<file path="config.mk">
export PLATFORM = sky130hd
export DESIGN_NAME = fetch_controller
export DESIGN_NICKNAME = d
export VERILOG_FILES = /design/src/rtl/fetch_controller.sv
export SDC_FILE = /design/constraint.sdc
export NUM_CORES = 1
export LEC_CHECK = 0
export CORE_UTILIZATION = 27
export DETAILED_ROUTE_END_ITERATION = 8
export GPL_TIMING_DRIVEN = 0
export PLACE_DENSITY = 0.48
export SKIP_LAST_GASP = 1
export SLEW_MARGIN = 20
export SYNTH_ARGS = -nofsm -noshare
export SYNTH_HDL_FRONTEND = slang
export SYNTH_SLANG_ARGS = --single-unit
</file>
<file path="constraint.sdc">
create_clock -name clk -period 4.1 [get_ports clk]
set_clock_uncertainty 0.1 [all_clocks]
set_input_delay 0.82 -clock clk [delete_from_list [all_inputs] [get_ports clk]]
set_output_delay 0.82 -clock clk [all_outputs]
set_load 0.1 [all_outputs]
</file>
<file path="src/rtl/fetch_controller.sv">
// Fetch controller: owns the PC, reads the combinational I-cache and buffers
// {pc, instr} pairs in a small circular queue that feeds decode.
module fetch_controller #(
    parameter int unsigned DEPTH     = 4,
    parameter logic [31:0] RESET_PC  = 32'h0000_0000,
    parameter int unsigned MEM_WORDS = 552
) (
    input  logic        clk,
    input  logic        reset,
    output logic [31:0] icache_addr,
    input  logic [31:0] icache_instr,
    output logic        out_valid,
    input  logic        out_ready,
    output logic [31:0] out_instr,
    output logic [31:0] out_pc,
    input  logic        redirect_valid,
    input  logic [31:0] redirect_pc,
    output logic        halted
);

    localparam int unsigned PTR_W     = (DEPTH > 1) ? $clog2(DEPTH) : 1;
    localparam int unsigned CNT_W     = PTR_W + 1;
    localparam logic [31:0] LAST_PC   = 32'((MEM_WORDS - 1) * 4);
    localparam logic [31:0] MEM_BYTES = 32'(MEM_WORDS * 4);
    localparam logic [CNT_W-1:0] FULL = CNT_W'(DEPTH);

    localparam logic [0:0] ST_RUN  = 1'b0;
    localparam logic [0:0] ST_HALT = 1'b1;

    logic [0:0]       state;
    logic [0:0]       state_nxt;
    logic [31:0]      pc;
    logic [PTR_W-1:0] head;
    logic [PTR_W-1:0] tail;
    logic [CNT_W-1:0] count;
    logic [31:0]      q_pc    [DEPTH];
    logic [31:0]      q_instr [DEPTH];

    logic        pop_c;
    logic        fetch_c;
    logic        pc_ok_c;
    logic        at_last_c;
    logic [31:0] redirect_target_c;

    // Handshake and fetch qualification; a full queue may still fetch when it pops.
    always_comb begin
        redirect_target_c = redirect_pc & 32'hFFFF_FFFC;
        pc_ok_c           = (pc < MEM_BYTES);
        at_last_c         = (pc == LAST_PC);
        pop_c             = out_valid & out_ready;
        fetch_c           = (state == ST_RUN) & ~redirect_valid & pc_ok_c &
                            ((count < FULL) | pop_c);
    end

    // Next state: redirect restarts fetch; running off the end of memory halts.
    always_comb begin
        state_nxt = state;
        if (redirect_valid) begin
            state_nxt = ST_RUN;
        end else if (state == ST_RUN) begin
            if (!pc_ok_c) begin
                state_nxt = ST_HALT;
            end else if (fetch_c && at_last_c) begin
                state_nxt = ST_HALT;
            end
        end
    end

    // State register.
    always_ff @(posedge clk or negedge reset) begin
        if (!reset) begin
            state <= ST_RUN;
        end else begin
            state <= state_nxt;
        end
    end

    // PC, queue pointers and occupancy; a redirect flushes everything.
    always_ff @(posedge clk or negedge reset) begin
        if (!reset) begin
            pc    <= RESET_PC;
            head  <= '0;
            tail  <= '0;
            count <= '0;
        end else if (redirect_valid) begin
            pc    <= redirect_target_c;
            head  <= '0;
            tail  <= '0;
            count <= '0;
        end else begin
            if (fetch_c) begin
                tail <= tail + PTR_W'(1);
                if (!at_last_c) begin
                    pc <= pc + 32'd4;
                end
            end
            if (pop_c) begin
                head <= head + PTR_W'(1);
            end
            count <= count + CNT_W'(fetch_c) - CNT_W'(pop_c);
        end
    end

    // Queue storage, cleared on reset so the outputs never carry X.
    always_ff @(posedge clk or negedge reset) begin
        if (!reset) begin
            for (int i = 0; i < int'(DEPTH); i++) begin
                q_pc[i]    <= '0;
                q_instr[i] <= '0;
            end
        end else if (fetch_c) begin
            q_pc[tail]    <= pc;
            q_instr[tail] <= icache_instr;
        end
    end

    // Outputs are decoded straight from registered state.
    always_comb begin
        icache_addr = pc;
        out_valid   = (count != '0);
        out_pc      = q_pc[head];
        out_instr   = q_instr[head];
        halted      = (state == ST_HALT) & (count == '0);
    end

endmodule

</file>
Word-level counts from Yosys, hierarchy flattened
Cells that the tools add are included.
W data, S select, Z words.
{ "op_classes": {"addsub": 5, "magnitude_cmp": 5, "eq_ne": 2, "muxes": 22, "n_bitwise": 10, "reduce_logical": 7} }
{ "op_table": {"columns": ["cell", "count"], "rows": [
  ["$bwmux W128", 2],
  ["$mux W32", 8],
  ["$bmux W32 S2", 2],
  ["$demux W32 S2", 1],
  ["$add A32 B3 Y32 const B", 1],
  ["$eq A32 B12 Y1 const B", 1],
  ["$lt A32 B12 Y1 const B", 1],
  ["$mux W2", 4],
  ["$ge A3 B3 Y1 const B", 2],
  ["$not A2 Y3", 2],
  ["$and A1 B1 Y1", 5],
  ["$add A2 B1 Y2 const B", 2],
  ["$mux W1", 4],
  ["$reduce_bool A2 Y1", 2],
  ["$add A3 B1 Y3", 1],
  ["$logic_not A3 Y1", 1],
  ["$lt A3 B1 Y1 const B", 1],
  ["$lt A3 B3 Y1 const B", 1],
  ["$mux W3", 1],
  ["$reduce_bool A3 Y1", 1],
  ["$sub A3 B1 Y3", 1],
  ["$logic_and A1 B1 Y1", 2],
  ["$ne A2 B2 Y1 const B", 1],
  ["$not A1 Y1", 2],
  ["other kinds (2)", 2]
]} }
{ "totals": {"regBits": 296, "input_bits": 68, "output_inout_bits": 98, "elab_cells": 64} }

Logic depth before layout (Yosys ltp)
Gate-level depths: netlist of run 1.
{ "logic_depth": {"depth_word": 9, "depth_mapped": 14, "ltp_nobuf": 11} }

Worst setup path before layout of run 1
No wires, ideal clock.
{ "synth_timing": {"path_type": "reg2out", "start": "register count[1]", "end": "output halted", "arrival_time_ns": 2.599, "required_ns": 3.180, "slack_ns": 0.581, "path_stages_with_launch": 3, "cell_sequence": "dfrtp_1 -> or3_1 -> nor2_1"} }
{ "synth_via": {"elab_chain_cells": 2} }
{ "synth_rtl": {"columns": ["element", "line_no", "text"], "rows": [
  ["start, declared", "35", "logic [CNT_W-1:0] count;"],
  ["start signal, assigned", "100", "count <= count + CNT_W'(fetch_c) - CNT_W'(pop_c);"],
  ["$logic_not A3 Y1", "123", "halted = (state == ST_HALT) & (count == '0);"],
  ["$and A1 B1 Y1", "123", null],
  ["end, declared", "18", "output logic halted"]
]} }
Every way passes these cells.

Worst setup path after layout of run 1
{ "layout_timing": {"start": "register head[1]", "end": "output out_pc[5]"} }
{ "layout_via": {"elab_chain_cells": 4} }
{ "layout_rtl": {"columns": ["element", "line_no", "text"], "rows": [
  ["start, declared", "33", "logic [PTR_W-1:0] head;"],
  ["start signal, assigned", "98", "head <= head + PTR_W'(1);"],
  ["$not A2 Y3 (not written as such)", "121", "out_pc = q_pc[head];"],
  ["$bmux W32 S2", "121", null],
  ["$mux W32 (not written as such) (2 in series)", "121", null],
  ["end, declared", "15", "output logic [31:0] out_pc,"]
]} }
Every way passes these cells. The select of a mux whose other input is x is not followed.

==> impl_metrics.env, run 1 <==
export IMPL_die_area_sq_um=46200
export IMPL_met2_usage=0.217
export IMPL_regToRegEndpoint="count[2]$_DFF_PN0_"
export IMPL_yosysSeqAreaShare=0.584
export IMPL_fin_area_sq_um=15900
export IMPL_start_util=0.275
export IMPL_crit_type="flop to output pin"
export IMPL_setup_worst_path_start="head[1]$_DFFE_PN0P_"
export IMPL_die_h_microns=215
export IMPL_vias=7187
export IMPL_hold_viol_final=0
export IMPL_firstDrtPassIters=4
export IMPL_power_density_nw_per_um2=451
export IMPL_cts_tree="built"
export IMPL_worst_slew_pin_transition_ns=1.05
export IMPL_timing_critical_path_to_type="output pin"
export IMPL_grt_pass1_wl_mm=48.4
export IMPL_period_share=0.949
export IMPL_reg2reg_depth=14
export IMPL_avgSynthCellArea_sq_um=15.5
export IMPL_rr_startpoint="icache_addr[8]$_DFFE_PN0P_"
export IMPL_cts_sinks=286
export IMPL_fmax_mhz=257
export IMPL_diodes=0
export IMPL_start_kind="flop"
export IMPL_grt_usage=0.136
export IMPL_drive_gt1_frac=0.394
export IMPL_multi_input_area_sq_um=4740
export IMPL_cts_root_buf="clkbuf_16"
export IMPL_ir_drop_mv=0.228
export IMPL_grt_pass1_vias=7795
export IMPL_cp_max_fo=10
export IMPL_cts_buffers=35
export IMPL_worstPathRequired_ns=3.18
export IMPL_synth_edf_count=0
export IMPL_clock_path_buffers=3
export IMPL_area_growth_pct=29.8
export IMPL_drt_wl_total_mm=30.2
export IMPL_clk_pin_slew_ns=0.06
export IMPL_top_usage_layer="met2"
export IMPL_synthArstFlopShare=1.00
export IMPL_layout_nets=1066
export IMPL_total_power_mw=7.17
export IMPL_antenna_found_initial=0
export IMPL_routedWlPerCell_microns=18.8
export IMPL_min_path_type="input pin to async pin"
export IMPL_setup_viol=0
export IMPL_arrival_ns=2.97
export IMPL_netlist_area_sq_um=12300
export IMPL_layout_min_cycle_time_ns=3.89
export IMPL_clk_insertion_delay_late_ns=0.53
export IMPL_drcViolationCount=0
export IMPL_grt_util_met1=0.187
export IMPL_met3_usage=0.0262
export IMPL_portBuffers=158
export IMPL_htreeDepth=2
export IMPL_placed_cell_area_sq_um=14700
export IMPL_nFillCells=4359
export IMPL_rrSetupSlack_ns=0.82
export IMPL_yosys_warnings=0
export IMPL_synth_distinct_cells=47
export IMPL_postRouteAntennaNets=0
export IMPL_maxSlewHeadroom=0.298
export IMPL_synthFlopType="dfrtp_1"
export IMPL_rows=77
export IMPL_setup_tns_ns=0
export IMPL_drv_cap=0
export IMPL_gp_congestion=0.724
export IMPL_drtIter0Drc=307
export IMPL_dp_hpwl_mm=19.5
export IMPL_status="finished clean"
export IMPL_rsz0062_at_grt="no"
export IMPL_vias_per_cell=4.48
export IMPL_post_cts_setup_buffer_count=0
export IMPL_fp_dieW_microns=215
export IMPL_drv_slew=0
export IMPL_regArea_sq_um=7160
export IMPL_leakage_nw=7.38
export IMPL_grt_max_degree=97
export IMPL_synthCells=789
export IMPL_cts_hold_buffers=0
export IMPL_overflow=0
export IMPL_core_area_sq_um=44500
export IMPL_ys_ff_latch=286
export IMPL_ios=166
==> stage by stage <==
stage,worst slack (ns),instances,hold slack [ns],utilization
floorplan,0.581,792,0.348,-
global placement,-11.11,1542,0.363,0.328
finish,0.210,1605,0.0957,0.357
CTS,-0.0391,1605,0.0660,0.358
detailed placement,-0.467,1545,0.366,0.330
global route,0.00217,1605,0.0947,0.357
==> layout by cell type, fill, tap and decap left out, types with 6 or more instances in the layout <==
cell type          n
mux2_2           184
dfrtp_1          285
clkdlybuf4s15_2   56
clkdlybuf4s50_1   98
clkbuf_8          11
nand2_1           13
clkbuf_1          32
and2_1            84
mux4_2            62
ha_1               8
buf_2             11
buf_6             10
inv_1              9
nor2_1            14
clkbuf_2           6
clkbuf_16         36
==> cell usage after synthesis, types with 8 or more instances <==
cell type  number  area [sq um]
ha_1            8           100
mux4_2         62          1400
nor2_1         14          52.6
buf_6          10           113
nand2_1        13          48.8
buf_1           8          30.0
dfrtp_1       286          7160
clkbuf_1       25          93.8
buf_2          11          55.1
inv_1           9          33.8
mux2_2        184          2070
and2_1         84           526
==> state kept, by name (all words and copies together), names as in the netlist <==
register,cells
q_pc,120
count,3
head,2
icache_addr,30
state,1
tail,2
q_instr,128
==> final cells by class <==
| cell class | instances | area share |
|---|---|---|
| Timing Repair Buffer | 161 | 0.107 |
| Multi-Input combinational cell | 437 | 0.298 |
| Tap cell | 592 | 0.0466 |
| Clock buffer | 56 | 0.0683 |
| Buffer | 58 | 0.0234 |
| Clock inverter | 5 | 0.00433 |
| Sequential cell | 286 | 0.450 |
| Inverter | 10 | 0.00236 |
==> where the power goes <==
| part | total, mW | switching (mW) | internal, mW |
|---|---|---|---|
| Sequential | 2.94 | 0.0635 | 2.87 |
| Clock | 3.09 | 1.21 | 1.88 |
| Combinational | 1.15 | 0.744 | 0.408 |
==> cells by family (layout without fill, tap and decap cells) <==
kind of cell | count (synthesis) | in the layout | synth area share
compound gates | 26 | 26 | 0.0167
xor+xnor | 4 | 4 | 0.00286
fa+ha+maj | 9 | 9 | 0.00980
buf+inv | 69 | 290 | 0.0299
flops | 286 | 286 | 0.584
mux | 251 | 251 | 0.288
other cells | 1 | 4 | 0.000306
simple gates | 143 | 143 | 0.0688
==> worst max-delay path by stage <==
stage	endpoint	slack, ns
after floorplan	halted	0.58
after global placement	icache_addr[9]$_DFFE_PN0P_	-11.11
after detailed placement	out_pc[2]	-0.47
after CTS	out_pc[2]	-0.04
after global routing	out_pc[5]	0.002
final	out_pc[5]	0.21
==> layer usage <==
| layer | vias to the layer above | share of wire |
|---|---|---|
| met5 | - | 0 |
| met4 | 0 | 0.019 |
| met3 | 41 | 0.037 |
| met2 | 121 | 0.48 |
| met1 | 3784 | 0.47 |
| li1 | 3241 | - |
==> critical path, cell delays in order, from the launching register on <==
cell and delay, ns:
dfrtp_1 0.32, clkbuf_1 0.44, clkbuf_2 0.48, mux4_2 0.32, dlygate4sd2_1 0.86
==> timing repair <==
| action | CTS | global route |
|---|---|---|
| setup endpoints to repair | 62 | 5 |
| gates cloned | 0 | 0 |
| gates resized for setup | 173 | 10 |
(Power assumes the default switching activity.)
==> run 2, diff against run 1 <==
--- a/config.mk
+++ b/config.mk
@@ -5,6 +5,7 @@
 export SDC_FILE = /design/constraint.sdc
 export NUM_CORES = 1
 export LEC_CHECK = 0
+export CORE_MARGIN = 4
 export CORE_UTILIZATION = 27
 export DETAILED_ROUTE_END_ITERATION = 8
 export GPL_TIMING_DRIVEN = 0
==> constraint.sdc (replaced) <==
create_clock -name clk -period 4 [get_ports clk]
set_clock_uncertainty 0.1 [all_clocks]
set_input_delay 0.8 -clock clk [delete_from_list [all_inputs] [get_ports clk]]
set_output_delay 0.8 -clock clk [all_outputs]
set_load 0.1 [all_outputs]
==> run 2 against run 1 <==
Effect of this change: global-route usage fell by 1.1 points; register-to-register slack got worse by 0.11 ns; worst setup slack got worse by 0.065 ns; combinational power barely moved; non-clock buffer count did not move; clock power rose by 4%; core utilization rose by 0.084 points; largest cell class unchanged; largest power group unchanged; highest routed layer unchanged.
==> impl_metrics.env, run 2 (synthesis results as in run 1) <==
export IMPL_status="finished clean"
export IMPL_antenna_found_initial=0
export IMPL_dp_hpwl_mm=19.9
export IMPL_diodes=0
export IMPL_grt_usage=0.125
export IMPL_crit_type="flop to output pin"
export IMPL_setup_tns_ns=0
export IMPL_final_setup_worst_slack_ns=0.146
export IMPL_rsz0062_at_grt="no"
export IMPL_pre_cts_slack_ns=-0.447
export IMPL_cp_max_fo=10
export IMPL_slowest_delay_ns=0.67
export IMPL_regMostFlops="q_instr"
export IMPL_start_kind="flop"
export IMPL_clk_pin_slew_ns=0.06
export IMPL_crit_chain="clkbuf_1, buf_1, mux4_2, clkdlybuf4s15_2"
export IMPL_layout_min_cycle_time_ns=3.85
export IMPL_firstDrtPassIters=4
export IMPL_clock_path_buffers=3
export IMPL_ir_drop_mv=0.270
export IMPL_htreeDepth=2
export IMPL_maxSlewHeadroom=0.263
export IMPL_cts_hold_buffers=0
export IMPL_rows=77
export IMPL_vias=7148
export IMPL_final_cell_mix="dfrtp_1, mux2_2, clkdlybuf4s50_1"
export IMPL_post_cts_setup_buffer_count=0
export IMPL_overflow=0
export IMPL_worst_slew_pin_transition_ns=1.10
export IMPL_cts_root_buf="clkbuf_16"
export IMPL_drcViolationCount=0
export IMPL_hold_viol_final=0
export IMPL_regArea_sq_um=7160
export IMPL_cts_tree="built"
export IMPL_portBuffers=158
export IMPL_routedWlPerCell_microns=18.9
export IMPL_nFillCells=4312
export IMPL_drv_cap=0
export IMPL_die_h_microns=221
export IMPL_cts_buffers=36
export IMPL_fp_dieW_microns=221
export IMPL_timing_critical_path_to_type="output pin"
export IMPL_fin_area_sq_um=15900
export IMPL_drtIter0Drc=356
export IMPL_clk_insertion_delay_late_ns=0.54
export IMPL_timing_hold_ws_ns=0.0876
export IMPL_placed_cell_area_sq_um=14700
export IMPL_core_area_sq_um=44500
export IMPL_ios=166
export IMPL_drv_slew=0
export IMPL_die_area_sq_um=48900
export IMPL_grt_pass1_vias=7938
export IMPL_area_growth_pct=30.1
export IMPL_period_share=0.964
export IMPL_postRouteAntennaNets=0
export IMPL_drive_gt1_frac=0.398
export IMPL_setup_viol=0
export IMPL_power_density_nw_per_um2=463
export IMPL_leakage_nw=7.35
export IMPL_worstPathRequired_ns=3.10
export IMPL_arrival_ns=2.95
export IMPL_grt_max_degree=91
export IMPL_grt_pass1_wl_mm=48.5
export IMPL_start_util=0.275
export IMPL_cp_slowest_cell="buf_1"
export IMPL_cts_sinks=286
export IMPL_gp_congestion=0.729
export IMPL_fmax_mhz=259
export IMPL_layout_nets=1067
export IMPL_drt_wl_total_mm=30.3
export IMPL_reg2reg_depth=14
export IMPL_largest_reg_flops=128
export IMPL_multi_input_area_sq_um=4740
export IMPL_min_path_type="input pin to async pin"
export IMPL_final_common_cell="dfrtp_1"
export IMPL_vias_per_cell=4.45
run 2: layout make-up:
type,instances,area share
plain buffers,58,0.0234
clock buffers,54,0.0665
clock inverters,8,0.00643
inverters,10,0.00235
multi-input cells,437,0.297
flip-flops and latches,286,0.449
well taps,592,0.0465
repair buffers,161,0.109
run 2: where the power goes:
group / switching, mW / internal [mW] / total, mW
combinational: 0.758 / 0.418 / 1.18
sequential: 0.0630 / 2.94 / 3.01
clock: 1.24 / 1.96 / 3.20
run 2: repair_timing:
action | in CTS | in global routing
resized for setup | 187 | 6
setup endpoints to repair | 62 | 4
pin swaps | 0 | 0
run 2: layer usage:
| metal | up-vias | GRT usage | share of wire |
|---|---|---|---|
| met5 | - | 0 | 0 |
| met4 | 0 | 0.0395 | 0.021 |
| met3 | 46 | 0.0258 | 0.041 |
| met2 | 139 | 0.200 | 0.47 |
| met1 | 3706 | 0.173 | 0.47 |
| li1 | 3257 | - | - |
run 2: worst max-delay path: cells and delay by family, from the launching register on:
kind,cells,cell delay (ns)
buffers and inverters,3,1.72
DFF,1,0.31
muxes,1,0.37
run 2: path summary, 6_finish.rpt:
kind                                                 start                          to  slack [ns]
worst min register to register        q_pc[19]$_DFFE_PN0P_        q_pc[19]$_DFFE_PN0P_        0.37
worst min-delay path                                 reset    q_instr[125]$_DFFE_PN0P_        0.09
worst max-delay path                   head[1]$_DFFE_PN0P_               out_instr[26]        0.15
worst max register to register  icache_addr[8]$_DFFE_PN0P_          count[2]$_DFF_PN0_        0.71
min in group clk                      q_pc[19]$_DFFE_PN0P_        q_pc[19]$_DFFE_PN0P_        0.37
max in group asynchronous                            reset  icache_addr[6]$_DFFE_PN0P_        2.56
run 2: metrics by stage:
| stage | utilization | total power, mW | std cells |
|---|---|---|---|
| CTS | 0.358 | 7.56 | 1606 |
| finish | 0.358 | 7.38 | 1606 |
| global placement | 0.328 | 4.25 | 1542 |
| global route | 0.358 | 7.73 | 1606 |
| floorplan | - | 3.84 | 792 |
| detailed placement | 0.330 | 4.26 | 1545 |
